### config.mk
export PLATFORM = sky130hd
export DESIGN_NAME = addsub_acc
export DESIGN_NICKNAME = d
export VERILOG_FILES = /design/src/rtl/addsub_pkg.sv /design/src/rtl/addsub_core.sv /design/src/rtl/addsub_acc.sv
export SDC_FILE = /design/constraint.sdc
export NUM_CORES = 1
export LEC_CHECK = 0
export CAP_MARGIN = 20
export CORE_ASPECT_RATIO = 0.75
export CORE_MARGIN = 5
export CORE_UTILIZATION = 30
export DETAILED_ROUTE_END_ITERATION = 7
export PLACE_DENSITY_LB_ADDON = 0.15
export SKIP_CTS_REPAIR_TIMING = 1
export SYNTH_ARGS = -nofsm -noshare
export SYNTH_HDL_FRONTEND = slang
export SYNTH_SLANG_ARGS = --single-unit
### constraint.sdc
create_clock -name clk_i -period 3.1 [get_ports clk_i]
set_clock_uncertainty 0.15 [all_clocks]
set_input_delay 0.62 -clock clk_i [delete_from_list [all_inputs] [get_ports clk_i]]
set_output_delay 0.62 -clock clk_i [all_outputs]
set_load 0.03 [all_outputs]
### src/rtl/addsub_pkg.sv
//------------------------------------------------------------------------------
// addsub_pkg
//   Shared operation codes, result-flag bundle and helpers for addsub_acc.
//   Rev 1.0
//------------------------------------------------------------------------------
`default_nettype none

package addsub_pkg;

    typedef enum logic [1:0] {
        OP_ADD = 2'd0,
        OP_SUB = 2'd1,
        OP_ACC = 2'd2,
        OP_DEC = 2'd3
    } op_e;

    typedef struct packed {
        logic carry;
        logic ovf;
        logic zero;
    } flags_t;

    // Operations that read and write back the accumulator.
    function automatic logic is_acc_op(input op_e op);
        return (op == OP_ACC) || (op == OP_DEC);
    endfunction

    // Operations that subtract their second operand.
    function automatic logic is_sub_op(input op_e op);
        return (op == OP_SUB) || (op == OP_DEC);
    endfunction

endpackage

`default_nettype wire

### src/rtl/addsub_core.sv
//------------------------------------------------------------------------------
// addsub_core
//   Combinational WIDTH-bit adder/subtractor with carry/borrow and overflow.
//   Rev 1.0
//------------------------------------------------------------------------------
`default_nettype none

module addsub_core #(
    parameter int WIDTH = 8
) (
    input  logic [WIDTH-1:0] a,
    input  logic [WIDTH-1:0] b,
    input  logic             sub,
    output logic [WIDTH-1:0] y,
    output logic             carry,
    output logic             ovf
);

    logic [WIDTH-1:0] w_b;
    logic [WIDTH:0]   w_sum;

    // Subtraction is a + ~b + 1; the raw carry-out is inverted to give a borrow.
    assign w_b   = sub ? ~b : b;
    assign w_sum = {1'b0, a} + {1'b0, w_b} + {{WIDTH{1'b0}}, sub};
    assign y     = w_sum[WIDTH-1:0];
    assign carry = w_sum[WIDTH] ^ sub;
    assign ovf   = (a[WIDTH-1] == w_b[WIDTH-1]) && (y[WIDTH-1] != a[WIDTH-1]);

endmodule

`default_nettype wire

### src/rtl/addsub_acc.sv
//------------------------------------------------------------------------------
// addsub_acc
//   Handshaked add/subtract unit with wrap-around accumulator and one-entry
//   registered output stage.
//   Rev 1.0
//------------------------------------------------------------------------------
`default_nettype none

module addsub_acc
    import addsub_pkg::*;
#(
    parameter int WIDTH = 8
) (
    input  logic             clk_i,
    input  logic             rst_i,
    input  logic             in_valid_i,
    output logic             in_ready_o,
    input  op_e              op_i,
    input  logic [WIDTH-1:0] a_i,
    input  logic [WIDTH-1:0] b_i,
    input  logic             acc_clr_i,
    output logic             out_valid_o,
    input  logic             out_ready_i,
    output logic [WIDTH-1:0] y_o,
    output logic             carry_o,
    output logic             ovf_o,
    output logic             zero_o
);

    logic [WIDTH-1:0] r_acc;
    logic             r_out_valid;
    logic [WIDTH-1:0] r_y;
    flags_t           r_flags;

    logic             w_accept;
    logic             w_acc_op;
    logic [WIDTH-1:0] w_acc_base;
    logic [WIDTH-1:0] w_opa;
    logic [WIDTH-1:0] w_opb;
    logic [WIDTH-1:0] w_y;
    logic             w_carry;
    logic             w_ovf;

    assign in_ready_o = !r_out_valid || out_ready_i;
    assign w_accept   = in_valid_i && in_ready_o;
    assign w_acc_op   = is_acc_op(op_i);

    // A same-cycle clear takes effect before the accumulating operation.
    assign w_acc_base = acc_clr_i ? '0 : r_acc;
    assign w_opa      = w_acc_op ? w_acc_base : a_i;
    assign w_opb      = w_acc_op ? a_i : b_i;

    addsub_core #(
        .WIDTH (WIDTH)
    ) u_core (
        .a     (w_opa),
        .b     (w_opb),
        .sub   (is_sub_op(op_i)),
        .y     (w_y),
        .carry (w_carry),
        .ovf   (w_ovf)
    );

    always_ff @(posedge clk_i) begin
        if (rst_i) begin
            r_acc       <= '0;
            r_out_valid <= 1'b0;
            r_y         <= '0;
            r_flags     <= '0;
        end else begin
            if (w_accept) begin
                r_out_valid <= 1'b1;
                r_y         <= w_y;
                r_flags     <= '{carry: w_carry, ovf: w_ovf, zero: (w_y == '0)};
            end else if (out_ready_i) begin
                r_out_valid <= 1'b0;
            end

            if (w_accept && w_acc_op) begin
                r_acc <= w_y;
            end else if (acc_clr_i) begin
                r_acc <= '0;
            end
        end
    end

    assign out_valid_o = r_out_valid;
    assign y_o         = r_y;
    assign carry_o     = r_flags.carry;
    assign ovf_o       = r_flags.ovf;
    assign zero_o      = r_flags.zero;

endmodule

`default_nettype wire

==> results of run 1 <==
layer usage:
metal | vias up | GRT usage [%] | part of all wire, % | routed length (um)
li1 | 754 | - | - | -
met1 | 648 | 18.5 | 50 | 2130
met2 | 33 | 21.8 | 44 | 1850
met3 | 8 | 3.33 | 3.8 | 160
met4 | 0 | 3.14 | 2.0 | 86
met5 | - | 0 | 0 | 0
cell families (layout without fill, tap and decap cells):
group                    Yosys count  in the layout  share of synthesized area (%)
multiplexers                      17             17                           12.4
AND/OR/NAND/NOR                   60             60                           21.4
flip-flops                        20             20                           27.7
AO/OA/AOI/OAI                     40             40                           19.6
adder cells (fa/ha/maj)            8              8                           7.44
XOR/XNOR                          12             12                           7.27
buffers and inverters             14             88                           4.24
tightest hold or removal path: cells and delay by family, from the launching register on:
kind	cells	cell delay, ns
AOI/OAI and AO/OA	1	0.05
DFF	1	0.31
and+or+nand+nor	1	0.05
stage by stage:
step                setup WS (ns)  setup TNS (ns)  util, %
global placement           -0.442           -3.48     46.1
finish                      0.123               0     50.6
detailed placement         -0.468           -3.90     46.1
CTS                        -0.218          -0.930     47.3
global route             -0.00410        -0.00410     50.6
floorplan                 0.00631               0        -
registers in the layout, indices dropped and copies added (netlist names):
name and count:
zero_o 1, carry_o 1, ovf_o 1, y_o 8, r_acc 8, out_valid_o 1
final cells by class:
type	count	share of cell area [%]
clock buffer	4	2.38
tap	57	3.08
inverter	6	0.974
multi-input combinational	137	45.7
timing repair buffer	78	30.5
sequential	20	17.3
where the power goes:
part           internal (mW)  switching, mW  total, mW
Sequential             0.281        0.00993      0.291
Clock                  0.113         0.0857      0.199
Combinational          0.247          0.232      0.478
synth_stat cells (all sizes together) (3+ instances only):
library cell  number  area [um^2]
mux2               7         78.8
o21ai              3         15.0
a21oi             18         93.8
clkbuf             6         22.5
nor2              12         45.0
mux2i             10          100
nand2             18         67.6
nand3              9         45.0
o21a               6         45.0
dfxtp             20          400
nor2b              3         21.3
inv                6         22.5
and2b              6         45.0
nor3               3         15.0
xnor2             11         96.3
ha                 7         87.6
how the worst max path moves through the flow:
stage                      endpoint  slack, ns  cells past startpoint
2_1_floorplan   zero_o$_SDFFE_PP0P_      0.006                     10
3_3_place_gp    zero_o$_SDFFE_PP0P_      -0.44                     11
3_5_place_dp    zero_o$_SDFFE_PP0P_      -0.47                     11
4_1_cts        carry_o$_SDFFE_PP0P_      -0.22                     11
5_1_grt        carry_o$_SDFFE_PP0P_     -0.004                     11
6_report       carry_o$_SDFFE_PP0P_       0.12                     11
==> impl_metrics.env, run 1 <==
export IMPL_outcome="finished, final reports clean"
export IMPL_ir_worst_vdd_mv=0.193
export IMPL_synth_cells=171
export IMPL_power_mw=0.968
export IMPL_critPathSlowestCell="or3b_4"
export IMPL_rr_worst_depth=10
export IMPL_grt_max_degree=20
export IMPL_hp_class="flop to flop"
export IMPL_root_buffer="clkbuf_8"
export IMPL_synth_distinct_cells=41
export IMPL_syn_nets=202
export IMPL_cp_cell_sequence="buf_6 > buf_6 > or3b_4 > o221ai_4 > fa_2 > and2b_1 > o31a_4 > o31a_1 > o21a_1 > o21a_1 > o41ai_2"
export IMPL_startpoint="op_i[1]"
export IMPL_die_width_um=90.2
export IMPL_max_freq_ghz=0.336
export IMPL_initial_core_util_pct=31.6
export IMPL_cts_made_buffers=3
export IMPL_layout_area_seq_um2=400
export IMPL_r2r_start="r_acc[1]$_SDFF_PP0_"
export IMPL_avgRoutedWirePerCell_um=14.0
export IMPL_port_buffers=35
export IMPL_crit_fanout=6
export IMPL_chipHeight_um=70.1
export IMPL_grt_pass1_vias=1463
export IMPL_core_region_area_mm2=0.00457
export IMPL_nets=277
export IMPL_drc=0
export IMPL_post_drt_via_cell_ratio=4.78
export IMPL_powerDensity_mw_per_mm2=419
export IMPL_dpl_instance_area_mm2=0.00211
export IMPL_worst_r2r_endpoint="carry_o$_SDFFE_PP0P_"
export IMPL_multi_input_area_mm2=0.00106
export IMPL_grt_pass1_wl_mm=7.08
export IMPL_hold_violations=0
export IMPL_r2r_setup_slack_ns=0.48
export IMPL_synth_ff_type="dfxtp_1"
export IMPL_drtIter0Drc=56
export IMPL_required_ns=3.12
export IMPL_crit_path_end_kind="flop"
export IMPL_crit_type="input port to flop"
export IMPL_dieArea_mm2=0.00632
export IMPL_synth_cell_area_mm2=0.00145
export IMPL_final_cell_mix="buf_4, clkdlybuf4s50_1, dfxtp_1"
export IMPL_synth_seq_cells=20
export IMPL_cts_tree="done"
export IMPL_synth_edf_count=0
export IMPL_hpwl_mm=3.41
export IMPL_slew_headroom_pct=67.5
export IMPL_antenna_left=0
export IMPL_synth_yosys_warnings=0
export IMPL_cp_arrival_ns=2.99
export IMPL_layout_commonest_cell="buf_4"
export IMPL_drive_gt1_share_pct=27.8
export IMPL_async_flop_share_pct=0
export IMPL_p_leak_nw=1.05
export IMPL_fp_row_count=21
export IMPL_path_delay_family="compound AO/OA/AOI/OAI gates"
export IMPL_grtUsageTotal_pct=13.6
export IMPL_hold_start="y_o[5]$_SDFFE_PP0P_"
export IMPL_h_tree_depth=1
export IMPL_fillers=462
export IMPL_stdcell_count=302
export IMPL_wl_mm=4.23
export IMPL_place_congestion=0.858
export IMPL_worst_pin_slew_ns=0.486
export IMPL_ios=36
export IMPL_clockBufferDepth=2
export IMPL_setup_viol=0
export IMPL_antenna_found_initial=0
export IMPL_path_buf_inv=2
export IMPL_post_route_min_period_ns=2.98
export IMPL_clock_sinks=20
export IMPL_insertion_delay_ns=0.26
export IMPL_final_area_mm2=0.00231
export IMPL_drv_cap=0
export IMPL_whs_ns=0.311
export IMPL_critPathMaxStageDelay_ns=0.40
export IMPL_overflow=0
export IMPL_cts_clk_slew_worst_paths_ns=0.07
export IMPL_ys_seq_area_share_pct=27.7
export IMPL_area_growth_pct=59.9
export IMPL_maxSlewViolCount=0
export IMPL_n_antenna_cell=0
export IMPL_period_share_pct=96.0
export IMPL_avgSynthCellArea_um2=8.46
export IMPL_hold_end="y_o[5]$_SDFFE_PP0P_"
export IMPL_hold_path_depth=2
export IMPL_cp_start_kind="input port"
export IMPL_dp_cells=292
export IMPL_vias=1443
export IMPL_firstDrtPassIters=4
Note: power is estimated with default switching activity, not from simulation.
==> run 2: changes to the inputs <==
==> constraint.sdc (replaced) <==
create_clock -name clk_i -period 3.52 [get_ports clk_i]
set_clock_uncertainty 0.15 [all_clocks]
set_input_delay 0.704 -clock clk_i [delete_from_list [all_inputs] [get_ports clk_i]]
set_output_delay 0.704 -clock clk_i [all_outputs]
set_load 0.03 [all_outputs]
==> run 2 against run 1 <==
Against the previous run: sequential share of layout area up 1.9 points; non-clock buffer count down 17; routed wire length down 6.3%; critical endpoint is now zero_o$_SDFFE_PP0P_.
==> impl_metrics.env, run 2 (synthesis gave the netlist of run 1 again) <==
export IMPL_core_region_area_mm2=0.00457
export IMPL_p_comb_share_pct=48.7
export IMPL_clockBufferDepth=2
export IMPL_wl_mm=3.96
export IMPL_max_freq_ghz=0.295
export IMPL_power_mw=0.785
export IMPL_critPathMaxStageDelay_ns=0.51
export IMPL_path_delay_family="simple AND/OR/NAND/NOR gates"
export IMPL_h_tree_depth=1
export IMPL_slew_headroom_pct=72.4
export IMPL_layout_setup_ws_ns=0.136
export IMPL_hpwl_mm=3.32
export IMPL_avgRoutedWirePerCell_um=14.0
export IMPL_place_congestion=0.848
export IMPL_crit_type="input port to flop"
export IMPL_cts_tree="done"
export IMPL_required_ns=3.57
export IMPL_cts_clk_slew_worst_paths_ns=0.07
export IMPL_fillers=458
export IMPL_drive_gt1_share_pct=19.4
export IMPL_drc=0
export IMPL_antenna_found_initial=0
export IMPL_grtUsageMet3_pct=3.86
export IMPL_period_share_pct=96.2
export IMPL_post_drt_via_cell_ratio=4.93
export IMPL_drv_cap=0
export IMPL_post_route_min_period_ns=3.38
export IMPL_switching_share_pct=34.6
export IMPL_area_growth_pct=44.4
export IMPL_die_width_um=90.2
export IMPL_powerDensity_mw_per_mm2=376
export IMPL_clockPowerShare_pct=18.8
export IMPL_n_antenna_cell=0
export IMPL_drtIter0Drc=114
export IMPL_grtUsageMet2_pct=20.0
export IMPL_cts_made_buffers=3
export IMPL_port_buffers=35
export IMPL_cp_arrival_ns=3.43
export IMPL_whs_ns=0.306
export IMPL_hp_class="flop to flop"
export IMPL_grtUsageTotal_pct=12.6
export IMPL_dieArea_mm2=0.00632
export IMPL_ir_worst_vdd_mv=0.172
export IMPL_setup_viol=0
export IMPL_outcome="finished, final reports clean"
export IMPL_utilization_pct=45.7
export IMPL_maxSlewViolCount=0
export IMPL_hold_violations=0
export IMPL_p_leak_nw=0.890
export IMPL_grt_max_degree=20
export IMPL_crit_path_end_kind="flop"
export IMPL_layout_commonest_cell="clkdlybuf4s50_1"
export IMPL_rsz0062_at_grt="no"
export IMPL_firstDrtPassIters=6
export IMPL_netSwitchingPower_mw=0.272
export IMPL_crit_fanout=5
export IMPL_chipHeight_um=70.1
export IMPL_root_buffer="clkbuf_8"
export IMPL_final_cell_mix="clkdlybuf4s50_1, buf_4, dfxtp_1"
export IMPL_cp_cell_sequence="clkdlybuf4s50_1 > buf_4 > nor2b_2 > o221ai_2 > fa_1 > and2b_1 > o31a_4 > a21oi_2 > or4_4 > nor4_2 > a32o_1"
export IMPL_worst_pin_slew_ns=0.414
export IMPL_nets=260
export IMPL_tns_ns=0
export IMPL_overflow=0
export IMPL_path_buf_inv=2
export IMPL_insertion_delay_ns=0.25
export IMPL_vias=1399
export IMPL_grt_pass1_vias=1401
export IMPL_internal_power_mw=0.513
export IMPL_ios=36
export IMPL_grt_pass1_wl_mm=6.71
export IMPL_pre_cts_slack_ns=-0.244
export IMPL_clock_sinks=20
export IMPL_gr_usage_met1_pct=17.6
export IMPL_cp_start_kind="input port"
export IMPL_initial_core_util_pct=31.6
export IMPL_p_seq_share_pct=32.6
export IMPL_grt_busiest_layer="met2"
export IMPL_antenna_left=0
export IMPL_fp_row_count=21
export IMPL_critPathSlowestCell="or4_4"
-- run 2: metal layers --
layer | share of wire, % | vias to the layer above
met5 | 0 | -
met4 | 0 | 0
met3 | 7.1 | 0
met2 | 44 | 43
met1 | 49 | 638
li1 | - | 718
-- run 2: area by class of cell --
class / instances / area, um^2 / area share [%]
timing repair buffer: 61 / 561 / 26.8
sequential: 20 / 400 / 19.2
multi-input combinational: 137 / 992 / 47.5
inverter: 6 / 22.5 / 1.08
tap: 57 / 71.3 / 3.42
clock buffer: 3 / 41.3 / 1.98
-- run 2: final timing paths --
kind                  startpoint                  end  slack, ns  depth (start not counted)
max                    acc_clr_i  zero_o$_SDFFE_PP0P_       0.14                         11
min          y_o[3]$_SDFFE_PP0P_  y_o[3]$_SDFFE_PP0P_       0.31                          2
max reg2reg  r_acc[1]$_SDFF_PP0_  zero_o$_SDFFE_PP0P_       0.84                         10
min reg2reg  y_o[3]$_SDFFE_PP0P_  y_o[3]$_SDFFE_PP0P_       0.31                          2
-- run 2: per-stage QoR --
step | instance area, um^2 | std cells
floorplan | 1450 | 171
global placement | 2040 | 281
detailed placement | 2040 | 281
CTS | 2080 | 284
global route | 2090 | 284
finish | 2090 | 284
-- run 2: tightest hold or removal path: cells and delay by family, from the launching register on --
kind / cells / cell delay (ns)
simple gates: 1 / 0.05
flops: 1 / 0.31
compound gates: 1 / 0.05
-- run 2: power by group through the flow --
stage	combinational (mW)	sequential, mW	clock, mW
global placement	0.376	0.260	0
detailed placement	0.379	0.261	0
floorplan	0.190	0.289	0
CTS	0.382	0.256	0.150
global route	0.415	0.258	0.163
finish	0.382	0.256	0.147
==> run 3: changes to the inputs <==
--- a/config.mk
+++ b/config.mk
@@ -11,6 +11,7 @@
 export CORE_UTILIZATION = 30
 export DETAILED_ROUTE_END_ITERATION = 7
 export PLACE_DENSITY_LB_ADDON = 0.15
+export REMOVE_ABC_BUFFERS = 1
 export SKIP_CTS_REPAIR_TIMING = 1
 export SYNTH_ARGS = -nofsm -noshare
 export SYNTH_HDL_FRONTEND = slang
==> run 3 against run 2 <==
Against the previous run: register-to-register slack gained 0.03 ns; global-route usage grew 0.21 points; combinational power hardly changed; setup slack gained 0.051 ns; cell area grew 1.9%; count of clock-buffer cells in the layout unchanged; routed wire length decreased by 1.8%; non-clock buffer count grew 2; via count increased by 0.79%; power increased by 10%; largest cell class unchanged.
==> impl_metrics.env, run 3 (synthesis gave the netlist of run 1 again) <==
export IMPL_grtUsageMet2_pct=22.0
export IMPL_chipHeight_um=70.1
export IMPL_avgRoutedWirePerCell_um=13.6
export IMPL_cp_start_kind="input port"
export IMPL_post_drt_via_cell_ratio=4.91
export IMPL_root_buffer="clkbuf_8"
export IMPL_drtIter0Drc=52
export IMPL_required_ns=3.57
export IMPL_drive_gt1_share_pct=20.9
export IMPL_period_share_pct=94.7
export IMPL_cts_made_buffers=3
export IMPL_slew_headroom_pct=72.3
export IMPL_insertion_delay_ns=0.25
export IMPL_grt_busiest_layer="met2"
export IMPL_utilization_pct=46.5
export IMPL_firstDrtPassIters=4
export IMPL_area_growth_pct=47.1
export IMPL_antenna_found_initial=0
export IMPL_rsz0062_at_grt="no"
export IMPL_ios=36
export IMPL_port_buffers=35
export IMPL_wl_mm=3.89
export IMPL_fillers=456
export IMPL_clock_sinks=20
export IMPL_grt_pass1_wl_mm=6.87
export IMPL_p_leak_nw=0.916
export IMPL_worst_pin_slew_ns=0.414
export IMPL_hold_path_depth=2
export IMPL_fp_row_count=21
export IMPL_outcome="finished, final reports clean"
export IMPL_rr_worst_depth=10
export IMPL_hpwl_mm=3.15
export IMPL_worst_r2r_endpoint="zero_o$_SDFFE_PP0P_"
export IMPL_cts_clk_slew_worst_paths_ns=0.07
export IMPL_vias=1410
export IMPL_overflow=0
export IMPL_crit_fanout=3
export IMPL_dieArea_mm2=0.00632
export IMPL_crit_path_end_kind="flop"
export IMPL_ir_worst_vdd_mv=0.268
export IMPL_r2r_setup_slack_ns=0.87
export IMPL_startpoint="a_i[1]"
export IMPL_layout_commonest_cell="clkdlybuf4s50_1"
export IMPL_initial_core_util_pct=31.6
export IMPL_setup_viol=0
export IMPL_r2r_start="r_acc[1]$_SDFF_PP0_"
export IMPL_hp_class="flop to flop"
export IMPL_powerDensity_mw_per_mm2=407
export IMPL_die_width_um=90.2
export IMPL_drv_cap=0
export IMPL_drc=0
export IMPL_core_region_area_mm2=0.00457
export IMPL_grtUsageMet3_pct=3.76
export IMPL_hold_violations=0
export IMPL_grtUsageTotal_pct=12.8
export IMPL_cp_arrival_ns=3.39
export IMPL_hold_start="y_o[0]$_SDFFE_PP0P_"
export IMPL_antenna_left=0
export IMPL_gr_usage_met1_pct=16.4
export IMPL_grt_max_degree=20
export IMPL_nets=262
export IMPL_crit_type="input port to flop"
export IMPL_grt_pass1_vias=1505
export IMPL_final_cell_mix="clkdlybuf4s50_1, buf_4, dfxtp_1"
export IMPL_max_freq_ghz=0.300
export IMPL_place_congestion=0.803
export IMPL_h_tree_depth=1
export IMPL_post_route_min_period_ns=3.33
export IMPL_whs_ns=0.308
export IMPL_hold_end="y_o[0]$_SDFFE_PP0P_"
export IMPL_n_antenna_cell=0
export IMPL_cts_tree="done"
export IMPL_clockBufferDepth=2
export IMPL_maxSlewViolCount=0
run 3: changes by cell type in the layout (fill, tap and decap cells not counted), sizes merged:
cell and change:
buf +2, bufinv +1, clkdlybuf4s50 -1, dlymetal6s2s +1
run 3: layout make-up:
type,count,area (um^2),share of cell area (%)
clock buffer,3,41.3,1.94
inverter,6,22.5,1.06
tap,57,71.3,3.35
clock inverter,1,30.0,1.41
multi-input combinational,137,992,46.6
timing repair buffer,63,569,26.8
sequential,20,400,18.8
run 3: per-stage QoR:
stage / area [um^2] / setup slack, ns / setup TNS [ns] / power, mW / std cells
finish: 2130 / 0.186 / 0 / 0.866 / 287
global route: 2130 / 0.0470 / 0 / 0.923 / 287
CTS: 2100 / 0.102 / 0 / 0.871 / 285
detailed placement: 2020 / -0.163 / -0.476 / 0.640 / 281
global placement: 2020 / -0.160 / -0.391 / 0.636 / 281
floorplan: 1410 / 0.505 / 0 / 0.469 / 163
run 3: worst max path at each step:
stage / to / slack, ns / cells after the start
6_report: zero_o$_SDFFE_PP0P_ / 0.19 / 11
5_1_grt: zero_o$_SDFFE_PP0P_ / 0.05 / 11
4_1_cts: zero_o$_SDFFE_PP0P_ / 0.10 / 11
3_5_place_dp: zero_o$_SDFFE_PP0P_ / -0.16 / 11
3_3_place_gp: zero_o$_SDFFE_PP0P_ / -0.16 / 10
2_1_floorplan: zero_o$_SDFFE_PP0P_ / 0.51 / 10
run 3: power by group:
part	internal (mW)	total [mW]	switching (mW)
sequential	0.247	0.256	0.00883
clock	0.152	0.225	0.0738
combinational	0.194	0.384	0.190
total	0.593	0.866	0.273
run 3: metal layers:
| layer | vias up | wire (um) |
|---|---|---|
| met3 | 0 | 211 |
| met1 | 659 | 1880 |
| met4 | 0 | 0 |
| met2 | 31 | 1800 |
| met5 | - | 0 |
| li1 | 720 | - |
run 3: worst max-delay path, cell delays in order:
cell,delay [ns]
clkdlybuf4s50_1,0.50
mux2i_1,0.09
xnor2_1,0.23
inv_1,0.10
fa_1,0.45
and2b_1,0.24
o31a_4,0.14
a21oi_2,0.04
or4_4,0.52
nor4_2,0.22
a32o_1,0.15
